File: config.mk
export PLATFORM = sky130hd
export DESIGN_NAME = collision_ctrl_flat
export DESIGN_NICKNAME = d
export VERILOG_FILES = /design/src/rtl/collision_ctrl_pkg.sv /design/src/rtl/collision_ctrl_if.sv /design/src/rtl/collision_ctrl_bcd_counter4.sv /design/src/rtl/collision_ctrl.sv /design/src/flat_wrapper.sv
export SDC_FILE = /design/constraint.sdc
export NUM_CORES = 1
export LEC_CHECK = 0
export ABC_AREA = 1
export BUFFER_PORTS_ARGS = -buffer_cell sky130_fd_sc_hd__buf_4
export CAP_MARGIN = 0
export CORE_MARGIN = 4
export CORE_UTILIZATION = 53
export DETAILED_ROUTE_END_ITERATION = 8
export PLACE_DENSITY = 0.86
export SLEW_MARGIN = 10
export SYNTH_ARGS = -nofsm -noshare
export SYNTH_HDL_FRONTEND = slang
export SYNTH_SLANG_ARGS = --single-unit
File: constraint.sdc
create_clock -name i_clk -period 1.93 [get_ports i_clk]
set_input_delay 0 -clock i_clk [delete_from_list [all_inputs] [get_ports i_clk]]
set_output_delay 0 -clock i_clk [all_outputs]
set_load 0.02 [all_outputs]
File: src/rtl/collision_ctrl_pkg.sv
// rtl/collision_ctrl_pkg.sv - shared state encoding, BCD width and BCD helpers for the goose game
package collision_ctrl_pkg;

  localparam int BCD_W = 16;

  typedef enum logic [1:0] {
    ST_IDLE = 2'd0,
    ST_RUN  = 2'd1,
    ST_HIT  = 2'd2,
    ST_OVER = 2'd3
  } state_t;

  // Ripple the carry up from the LSD; a digit of 9 rolls to 0 and passes the carry on.
  function automatic logic [BCD_W-1:0] bcd_inc(input logic [BCD_W-1:0] v);
    logic [BCD_W-1:0] r;
    logic             c;
    r = v;
    c = 1'b1;
    for (int i = 0; i < BCD_W / 4; i++) begin
      if (c) begin
        if (v[4*i +: 4] == 4'd9) begin
          r[4*i +: 4] = 4'd0;
        end else begin
          r[4*i +: 4] = v[4*i +: 4] + 4'd1;
          c           = 1'b0;
        end
      end
    end
    return r;
  endfunction

  // The first differing digit, scanning from the MSD, decides the magnitude order.
  function automatic logic bcd_gt(input logic [BCD_W-1:0] a, input logic [BCD_W-1:0] b);
    logic gt;
    logic decided;
    gt      = 1'b0;
    decided = 1'b0;
    for (int i = BCD_W / 4 - 1; i >= 0; i--) begin
      if (!decided && (a[4*i +: 4] != b[4*i +: 4])) begin
        gt      = a[4*i +: 4] > b[4*i +: 4];
        decided = 1'b1;
      end
    end
    return gt;
  endfunction

endpackage

File: src/rtl/collision_ctrl_if.sv
// rtl/collision_ctrl_if.sv - pixel/button inputs and game-state outputs of the collision controller
interface collision_ctrl_if;
  import collision_ctrl_pkg::*;

  logic             frame_end;
  logic             video_on;
  logic             goose;
  logic             bean;
  logic             start_btn;
  logic             check_hit;
  logic             game_reset;
  logic             running;
  logic             game_over;
  logic [BCD_W-1:0] score;
  logic [BCD_W-1:0] hi_score;

  modport master (
    output frame_end, video_on, goose, bean, start_btn,
    input  check_hit, game_reset, running, game_over, score, hi_score
  );

  modport slave (
    input  frame_end, video_on, goose, bean, start_btn,
    output check_hit, game_reset, running, game_over, score, hi_score
  );

endinterface

File: src/rtl/collision_ctrl_bcd_counter4.sv
// rtl/collision_ctrl_bcd_counter4.sv - 4-digit BCD counter that sticks at 9999
module bcd_counter4
  import collision_ctrl_pkg::*;
(
  input  logic             i_clk,
  input  logic             i_clear,
  input  logic             i_inc,
  output logic [BCD_W-1:0] o_q
);

  localparam logic [BCD_W-1:0] LP_MAX = 16'h9999;

  logic [BCD_W-1:0] r_q;

  always_ff @(posedge i_clk) begin
    if (i_clear) begin
      r_q <= '0;
    end else if (i_inc && (r_q != LP_MAX)) begin
      r_q <= bcd_inc(r_q);
    end
  end

  assign o_q = r_q;

endmodule

File: src/rtl/collision_ctrl.sv
// rtl/collision_ctrl.sv - goose/obstacle overlap detector, game FSM, BCD score and high score
module collision_ctrl
  import collision_ctrl_pkg::*;
#(
  parameter int HIT_MIN_PIX     = 4,
  parameter int HIT_HOLD_FRAMES = 30,
  parameter int SCORE_DIV       = 6
) (
  input  logic           i_clk,
  input  logic           i_reset,
  collision_ctrl_if.slave bus
);

  localparam logic [7:0] LP_HIT_MIN  = 8'(HIT_MIN_PIX);
  localparam logic [7:0] LP_HOLD_MAX = 8'(HIT_HOLD_FRAMES - 1);
  localparam logic [7:0] LP_DIV_MAX  = 8'(SCORE_DIV - 1);

  state_t           r_state;
  logic             r_start_q;
  logic [7:0]       r_ov_cnt;
  logic [7:0]       r_div_cnt;
  logic [7:0]       r_hold_cnt;
  logic             r_check_hit;
  logic             r_game_reset;
  logic             r_running;
  logic             r_game_over;
  logic [BCD_W-1:0] r_hi_score;

  logic             w_start_rise;
  logic             w_restart;
  logic             w_ov_pix;
  logic [7:0]       w_ov_sum;
  logic             w_hit;
  logic             w_score_clear;
  logic             w_score_inc;
  logic [BCD_W-1:0] w_score;

  assign w_start_rise = bus.start_btn & ~r_start_q;
  assign w_restart    = w_start_rise & ((r_state == ST_IDLE) | (r_state == ST_OVER));
  assign w_ov_pix     = bus.video_on & bus.goose & bus.bean;

  // The frame_end cycle's own pixel still counts towards this frame's total.
  assign w_ov_sum = (w_ov_pix && (r_ov_cnt != 8'hFF)) ? r_ov_cnt + 8'd1 : r_ov_cnt;
  assign w_hit    = (r_state == ST_RUN) & bus.frame_end & (w_ov_sum >= LP_HIT_MIN);

  assign w_score_clear = i_reset | w_restart;
  assign w_score_inc   = (r_state == ST_RUN) & bus.frame_end & ~w_hit & (r_div_cnt == LP_DIV_MAX);

  bcd_counter4 u_score (
    .i_clk   (i_clk),
    .i_clear (w_score_clear),
    .i_inc   (w_score_inc),
    .o_q     (w_score)
  );

  always_ff @(posedge i_clk) begin
    if (i_reset) begin
      r_state      <= ST_IDLE;
      r_start_q    <= 1'b0;
      r_ov_cnt     <= '0;
      r_div_cnt    <= '0;
      r_hold_cnt   <= '0;
      r_check_hit  <= 1'b0;
      r_game_reset <= 1'b0;
      r_running    <= 1'b0;
      r_game_over  <= 1'b0;
      r_hi_score   <= '0;
    end else begin
      r_start_q    <= bus.start_btn;
      r_game_reset <= 1'b0;
      unique case (r_state)
        ST_IDLE, ST_OVER: begin
          if (w_start_rise) begin
            r_state      <= ST_RUN;
            r_game_reset <= 1'b1;
            r_running    <= 1'b1;
            r_game_over  <= 1'b0;
            r_check_hit  <= 1'b0;
            r_ov_cnt     <= '0;
            r_div_cnt    <= '0;
            r_hold_cnt   <= '0;
          end
        end
        ST_RUN: begin
          if (bus.frame_end) begin
            r_ov_cnt <= '0;
            if (w_hit) begin
              r_state     <= ST_HIT;
              r_hold_cnt  <= '0;
              r_check_hit <= 1'b1;
              r_running   <= 1'b0;
            end else if (r_div_cnt == LP_DIV_MAX) begin
              r_div_cnt <= '0;
            end else begin
              r_div_cnt <= r_div_cnt + 8'd1;
            end
          end else begin
            r_ov_cnt <= w_ov_sum;
          end
        end
        ST_HIT: begin
          if (bus.frame_end) begin
            if (r_hold_cnt == LP_HOLD_MAX) begin
              r_state     <= ST_OVER;
              r_game_over <= 1'b1;
              if (bcd_gt(w_score, r_hi_score)) begin
                r_hi_score <= w_score;
              end
            end else begin
              r_hold_cnt <= r_hold_cnt + 8'd1;
            end
          end
        end
        default: r_state <= ST_IDLE;
      endcase
    end
  end

  assign bus.check_hit  = r_check_hit;
  assign bus.game_reset = r_game_reset;
  assign bus.running    = r_running;
  assign bus.game_over  = r_game_over;
  assign bus.score      = w_score;
  assign bus.hi_score   = r_hi_score;

endmodule

File: src/flat_wrapper.sv
// flat-port wrapper written by rule: the top's interface ports become plain ports
module collision_ctrl_flat import collision_ctrl_pkg::*;
#(
  parameter int HIT_MIN_PIX     = 4,
  parameter int HIT_HOLD_FRAMES = 30,
  parameter int SCORE_DIV       = 6
)
  (i_clk, i_reset, bus_frame_end, bus_video_on, bus_goose, bus_bean, bus_start_btn, bus_check_hit, bus_game_reset, bus_running, bus_game_over, bus_score, bus_hi_score);
  collision_ctrl_if bus_i ();
  input  logic i_clk;
  input  logic i_reset;
  input wire logic [$bits(bus_i.frame_end)-1:0] bus_frame_end;
  input wire logic [$bits(bus_i.video_on)-1:0] bus_video_on;
  input wire logic [$bits(bus_i.goose)-1:0] bus_goose;
  input wire logic [$bits(bus_i.bean)-1:0] bus_bean;
  input wire logic [$bits(bus_i.start_btn)-1:0] bus_start_btn;
  output wire logic [$bits(bus_i.check_hit)-1:0] bus_check_hit;
  output wire logic [$bits(bus_i.game_reset)-1:0] bus_game_reset;
  output wire logic [$bits(bus_i.running)-1:0] bus_running;
  output wire logic [$bits(bus_i.game_over)-1:0] bus_game_over;
  output wire logic [$bits(bus_i.score)-1:0] bus_score;
  output wire logic [$bits(bus_i.hi_score)-1:0] bus_hi_score;
  assign bus_i.frame_end = bus_frame_end;
  assign bus_i.video_on = bus_video_on;
  assign bus_i.goose = bus_goose;
  assign bus_i.bean = bus_bean;
  assign bus_i.start_btn = bus_start_btn;
  assign bus_check_hit = bus_i.check_hit;
  assign bus_game_reset = bus_i.game_reset;
  assign bus_running = bus_i.running;
  assign bus_game_over = bus_i.game_over;
  assign bus_score = bus_i.score;
  assign bus_hi_score = bus_i.hi_score;
  collision_ctrl #(.HIT_MIN_PIX(HIT_MIN_PIX), .HIT_HOLD_FRAMES(HIT_HOLD_FRAMES), .SCORE_DIV(SCORE_DIV)) u_core (.i_clk(i_clk), .i_reset(i_reset), .bus(bus_i));
endmodule
=== Yosys cells after proc, flatten, opt, wreduce, memory -nomap -nowiden ===
Index checks and enable logic that the tools add are counted.

* Bits in latches: 0
* Output and inout bits: 36
* Input port bits: 7
* Bits in read-only memories: 0
* Memory bits (writable): 0
* Memories: 0
* Word-level logic and storage cells: 153
* Register bits after elaboration: 63

* Shifts and indexed selects: 0
* Mux-type cells: 69
* Bitwise logic cells: 13
* Reductions and logical operators: 23
* Equality and inequality tests: 22
* Multipliers: 0
* Add/sub/neg operators: 7
* Div/mod/pow operators: 0
* $lt $le $gt $ge: 5

{| class="wikitable"
|+ Operators with widths
! cell !! number
|-
| two-way mux 8 bit || 10
|-
| two-way mux 1 bit || 43
|-
| case mux 8 bit (2 select lines) || 2
|-
| adder 8 x 1 -> 8 bit, second input constant || 3
|-
| case mux 8 bit (3 select lines) || 1
|-
| adder 4 x 1 -> 4 bit, second input constant || 4
|-
| equality test 4 bit, second input constant || 4
|-
| greater-than comparator 4 bit || 4
|-
| two-way mux 4 bit || 4
|-
| inequality test 16 bit, second input constant || 1
|-
| inequality test 4 bit || 4
|-
| AND reduction 4 bit || 4
|-
| two-way mux 2 bit || 5
|-
| AND reduction 5 bit || 2
|-
| AND 1 bit || 8
|-
| equality test 8 x 3 -> 1 bit, second input constant || 1
|-
| equality test 8 x 5 -> 1 bit, second input constant || 1
|-
| >= comparator 8 x 3 -> 1 bit, second input constant || 1
|-
| inequality test 2 bit, second input constant || 4
|-
| inequality test 8 bit, second input constant || 1
|-
| AND reduction 2 bit || 4
|-
| inequality test 2 x 1 -> 1 bit, second input constant || 3
|-
| case mux 1 bit (2 select lines) || 3
|-
| case mux 2 bit (3 select lines) || 1
|-
| other kinds (9) || 21
|}

=== Depth between registers and ports, before layout ===
* Depth in word-level cells: 28
* Mapped depth: 16
* Depth with buffers taken out: 16

=== By module ===
A second synthesis with hierarchy kept.

* Cell total of the unflattened synthesis: 567
* Area, all modules: 3867.5 µm²

{| class="wikitable"
|+ By module, submodules not included
! module !! instances !! sequential area each (µm²) !! area an instance (µm²) !! cells an instance
|-
| collision_ctrl || 1 || 940.9 || 2901.5 || 421
|-
| bcd_counter4 || 1 || 320.3 || 965.9 || 146
|}

=== Least setup slack after synthesis ===
Ideal clock, no wire load.

* Kind: register to register
* Start point: register u_core.u_score.r_q[0], in the netlist u_core.u_score.o_q[0]
* End point: register u_core.r_hi_score[13], in the netlist u_core.bus.hi_score[13]
* Period minus slack after synthesis: 2.110 ns
* Data required time: 1.866 ns
* Stages on the path, launching flop included: 16
* Setup time: 0.064 ns
* Data arrival time: 2.046 ns
* Buffers on the path: 2
* Slack: -0.180 ns
* Cell sequence: dfxtp_1 > clkbuf_1 > inv_1 > ha_1 > inv_1 > a21oi_1 > o21ai_0 > nand3b_1 > nand3b_1 > nand3_1 > nand2_1 > nand3_1 > clkbuf_1 > nand2_1 > nand2_1 > nor2_1

* Cells in the longest elaborated chain, start to end: 8
* Elaborated cells on any way between the ends: 9
* Classes of those cells: order compare: 1; eq/ne: 1; mux: 5; reduce/logical: 2

{| class="wikitable"
|+ Ends and longest elaborated chain
! element !! RTL line !! source
|-
| start, declared || collision_ctrl_bcd_counter4.sv:13 || <nowiki>logic [BCD_W-1:0] r_q;</nowiki>
|-
| start signal, assigned || collision_ctrl_bcd_counter4.sv:19 || <nowiki>r_q <= bcd_inc(r_q);</nowiki>
|-
| parallel branches: the longest is 2 deep, another holds greater-than comparator 4 bit || -- ||
|-
| two-way mux 1 bit * || collision_ctrl_pkg.sv:39 || <nowiki>if (!decided && (a[4*i +: 4] != b[4*i +: 4])) begin</nowiki>
|-
| two-way mux 1 bit * || collision_ctrl.sv:103 || <nowiki>if (r_hold_cnt == LP_HOLD_MAX) begin</nowiki>
|-
| two-way mux 1 bit * || collision_ctrl.sv:102 || <nowiki>if (bus.frame_end) begin</nowiki>
|-
| two-way mux 1 bit * || collision_ctrl.sv:71 || <nowiki>unique case (r_state)</nowiki>
|-
| two-way mux 1 bit * || collision_ctrl.sv:57 || <nowiki>if (i_reset) begin</nowiki>
|-
| AND reduction 4 bit (no line) * || -- ||
|-
| end signal, assigned || collision_ctrl.sv:107 || <nowiki>r_hi_score <= w_score;</nowiki>
|-
| end, declared || collision_ctrl.sv:27 || <nowiki>logic [BCD_W-1:0] r_hi_score;</nowiki>
|}

Every way passes the cells marked *. The select of a mux whose other input is x is not followed.
A chain may end at the register's enable or synchronous reset.

=== Worst setup path after layout ===
* Start point: register u_core.u_score.r_q[1], in the netlist u_core.u_score.o_q[1]
* End point: register u_core.u_score.r_q[9], in the netlist u_core.u_score.o_q[9]

* Cells in the longest elaborated chain, start to end: 8
* Elaborated cells on any way between the ends: 10
* Classes of those cells: eq/ne: 2; mux: 6; reduce/logical: 2

{| class="wikitable"
|+ Ends and longest elaborated chain
! element !! RTL line !! source
|-
| equality test 4 bit || collision_ctrl_pkg.sv:21 || <nowiki>if (v[4*i +: 4] == 4'd9) begin</nowiki>
|-
| two-way mux 1 bit || collision_ctrl_pkg.sv:21 ||
|-
| two-way mux 1 bit || collision_ctrl_bcd_counter4.sv:18 || <nowiki>end else if (i_inc && (r_q != LP_MAX)) begin</nowiki>
|-
| two-way mux 1 bit || collision_ctrl_bcd_counter4.sv:16 || <nowiki>if (i_clear) begin</nowiki>
|-
| two-way mux 1 bit || collision_ctrl_pkg.sv:20 || <nowiki>if (c) begin</nowiki>
|-
| two-way mux 1 bit || collision_ctrl_bcd_counter4.sv:18 ||
|-
| two-way mux 1 bit || collision_ctrl_bcd_counter4.sv:16 ||
|-
| AND reduction 2 bit (no line) * || -- ||
|}

Mark *: on every way between the ends. The rest lies on a longest branch, timed or not. The select of a mux whose other input is x is not followed.

==> flow_summary.ini <==
[clock_network]
cts_root_buf = clkbuf_8
numCtsBuffers = 9
htreeDepth = 3
ctsLongestPathBuffers = 2
clock_latency_ns = 0.35
cts.clk_slew.worst_paths_ns = 0.07
cts_tree = done
cts_sinks = 63

[synth]
synth.most_common_cell = nand2_1
synth_xor_area_frac = 0.02955
yosys-top-cells-area = dfxtp_1 33%, nand2_1 12%, nor2_1 8.6%
yosys.area.top_type = dfxtp_1
synth_cell_types = 39
synth_ff_type = dfxtp_1
synth-edff-count = 0
synth_top_family_by_area = simple AND/OR/NAND/NOR gates
synth_area_mm2 = 0.003854
netlist.area_leader.share = 0.3273
synthArstFlopShare = 0
ys_warn_count = 0
synth_fa_ha_area_frac = 0.08117
yosys.area_share.simple = 0.3805
ys_top_cells_by_count = 120 x nand2_1, 88 x nor2_1, 76 x inv_1
synth_compound_area_frac = 0.08799
avgSynthCellArea_um2 = 6.882
ys_seq_elements = 63
yosys-mux-area-fraction = 0
ys_seq_area_frac = 0.3273
synth_cells = 560
synthesis.nets = 592

[worst_setup_path]
slowest_stage = dfxtp_1
cp-start-kind = register
rrSetupSlack_ns = -0.30
worst-path-buf-inv = 2
worstSetupStartpoint = u_core.u_score.o_q[1]
critPathMaxFanout = 10
path_cells = buf_4 > inv_1 > nand2_1 > nor3_1 > nand2_1 > nor2_1 > nand2_1 > nand2_1 > nor2_1 > nand3_4 > nor2_8 > nand3_2 > nand2_1 > nand2_1 > nor2_1
rr_worst_depth = 15
cp.arrival_ns = 2.51
crit_path_end_kind = register
slowest_delay_ns = 0.43
cp_top_family = simple AND/OR/NAND/NOR gates
cp.required_ns = 2.21
r2r-start = u_core.u_score.o_q[1]
r2r_end = u_core.u_score.o_q[9]
path_class = reg -> reg
cp_common_cell = nand2_1

[worst_hold_path]
whs_path_depth = 3
hold_start = bus_frame_end
min_path_type = in -> reg
hold_path_end = u_core.bus.game_over

[pwr]
power_leakage_nw = 2.434
power_density_mw_per_mm2 = 749.4
vdd_drop_max_v = 0.0006410

[floorplan]
initial_core_util = 0.5550
die-area_mm2 = 0.008699
ios = 43
die_h_um = 93.27
die_w_um = 93.27
rows = 30
core-area_mm2 = 0.006944

[outcome]
outcome = complete, but fails checks
violations = setup timing

[place]
dp_slack_ns = -0.1128
gp_congestion = 0.8755
placedCellCount = 726
io_buffers = 42
hpwl_mm = 7.245

[cells_and_area]
multiInputGateArea_mm2 = 0.002631
nets = 688
regArea_mm2 = 0.001289
area_delta_synth_final_pct = 38.08
num-fill-cells = 409
drive_gt1_frac = 0.3460
stdcell_count = 755
antennaDiodeCount = 0

[timing]
setup_viol = 45
tightest_slew_ns = 0.5557
post-route-min-period_ns = 2.229
finClkSkew_ns = 0.009910
fmax_mhz = 448.6
setup_slack_ns = -0.2990
finalMaxSlewViolations = 0
hold_viol = 0
rsz0062_at_grt = true
tns_ns = -4.083
slew_headroom = 0.6261
period_share = 1.155

[global_routing]
grt_first_pass_wirelength_mm = 17.42
grt_overflow = 0
grt_max_degree = 20
antenna_found_initial = 0
grt_pass1_vias = 3946
grt_usage = 0.2462

[routing]
post-route-drc-count = 0
drt-initial-drc-count = 469
drt-total-wl_mm = 12.54
wl_per_cell_um = 16.60
drt_first_pass_iters = 6
ant_nets = 0
vias = 4303
drt-vias-per-instance = 5.699

[job]
maxCapViolations = 0
-- through the flow --
step | hold WS [ns] | instance area (um^2) | util | power, mW
after detailed placement | 0.2262 | 4541 | 0.6539 | 2.406
after floorplan | 0.1205 | 3872 | - | 2.100
final | 0.05565 | 5321 | 0.7663 | 3.988
after global routing | 0.06707 | 5321 | 0.7663 | 4.173
after global placement | 0.2081 | 4541 | 0.6539 | 2.356
after CTS | 0.03392 | 4885 | 0.7034 | 3.747
-- worst register-to-register path, cell delays in order (launching register included) --
cell     delay [ns]
dfxtp_1        0.43
buf_4          0.17
inv_1          0.05
nand2_1        0.09
nor3_1         0.05
nand2_1        0.08
nor2_1         0.07
nand2_1        0.10
nand2_1        0.07
nor2_1         0.20
nand3_4        0.18
nor2_8         0.21
nand3_2        0.14
nand2_1        0.10
nand2_1        0.07
nor2_1         0.14
-- layer usage --
| metal | GRT usage | part of all wire | vias up |
|---|---|---|---|
| li1 | - | - | 1984 |
| met1 | 0.2803 | 0.38 | 1988 |
| met2 | 0.4282 | 0.50 | 266 |
| met3 | 0.05632 | 0.083 | 65 |
| met4 | 0.1245 | 0.042 | 0 |
| met5 | 0 | 0 | - |
-- report_power, final --
part / switching (mW) / internal [mW] / total, mW
sequential: 0.0742 / 1.38 / 1.45
clock: 0.525 / 0.784 / 1.31
combinational: 0.769 / 0.457 / 1.23
total: 1.37 / 2.62 / 3.99
-- cells in the final DEF, fill, tap and decap left out, types with 3 or more instances in the layout --
| cell | synthesis | layout |
|---|---|---|
| buf_6 | 1 | 5 |
| a21oi_1 | 32 | 28 |
| dfxtp_1 | 63 | 45 |
| dfxtp_2 | 0 | 16 |
| nor2_1 | 88 | 72 |
| nor3_1 | 4 | 3 |
| dlygate4sd3_1 | 0 | 3 |
| o21ai_2 | 2 | 5 |
| nand3_1 | 41 | 32 |
| nand2_8 | 1 | 3 |
| xor2_1 | 11 | 11 |
| inv_1 | 76 | 64 |
| nand3_2 | 2 | 9 |
| a31oi_1 | 4 | 4 |
| clkbuf_8 | 0 | 11 |
| buf_4 | 0 | 85 |
| o21ai_0 | 20 | 13 |
| nand2_2 | 8 | 16 |
| a21oi_2 | 1 | 5 |
| o21ai_1 | 1 | 4 |
| ha_1 | 25 | 14 |
| nor2_2 | 0 | 7 |
| ha_4 | 0 | 11 |
| nand3_4 | 1 | 3 |
| nor2_8 | 3 | 3 |
| nand3b_1 | 3 | 3 |
| inv_2 | 2 | 15 |
| nor2_4 | 4 | 13 |
| nand4_1 | 16 | 16 |
| nand2_1 | 120 | 108 |
| nand2_4 | 6 | 8 |
-- registers in the layout, summed over array words and instances (netlist names), 2 cells and up --
| register | flops |
|---|---|
| u_core.u_score.o_q | 16 |
| u_core.r_hold_cnt | 8 |
| u_core.r_div_cnt | 8 |
| u_core.r_ov_cnt | 8 |
| u_core.r_state | 2 |
| u_core.bus.hi_score | 16 |
-- kinds of logic (layout without fill, tap and decap cells) --
kind of cell	Yosys count	after routing
DFF	63	63
and+or+nand+nor	306	306
adders and majority gates	25	25
buffers and inverters	90	189
xor gates and xnor gates	13	13
AOI/OAI and AO/OA	63	63
-- how the worst max path moves through the flow --
stage | to | cells after the start | slack [ns]
5_1_grt | u_core.u_score.o_q[9] | 15 | -0.42
6_report | u_core.u_score.o_q[9] | 15 | -0.30
4_1_cts | u_core.u_score.o_q[8] | 13 | -0.02
2_1_floorplan | u_core.u_score.o_q[13] | 13 | 0.02
3_3_place_gp | u_core.u_score.o_q[13] | 13 | -0.04
3_5_place_dp | u_core.bus.hi_score[2] | 13 | -0.11
-- layout make-up --
class | count | share of cell area
timing repair buffer | 95 | 0.1427
sequential | 63 | 0.2422
clock inverter | 3 | 0.01270
multi-input combinational | 407 | 0.4945
clock buffer | 11 | 0.02845
tap | 96 | 0.02257
inverter | 80 | 0.05690
-- what timing repair did --
action / in CTS / in global routing
cloned: 0 / 1
pin swaps: 4 / 34
hold buffers: 3 / 0
endpoints found under the setup margin: 48 / 56
resized for setup: 22 / 97
buffers inserted: 2 / 9
hold endpoints to repair: 17 / 0
(Power assumes the default switching activity.)
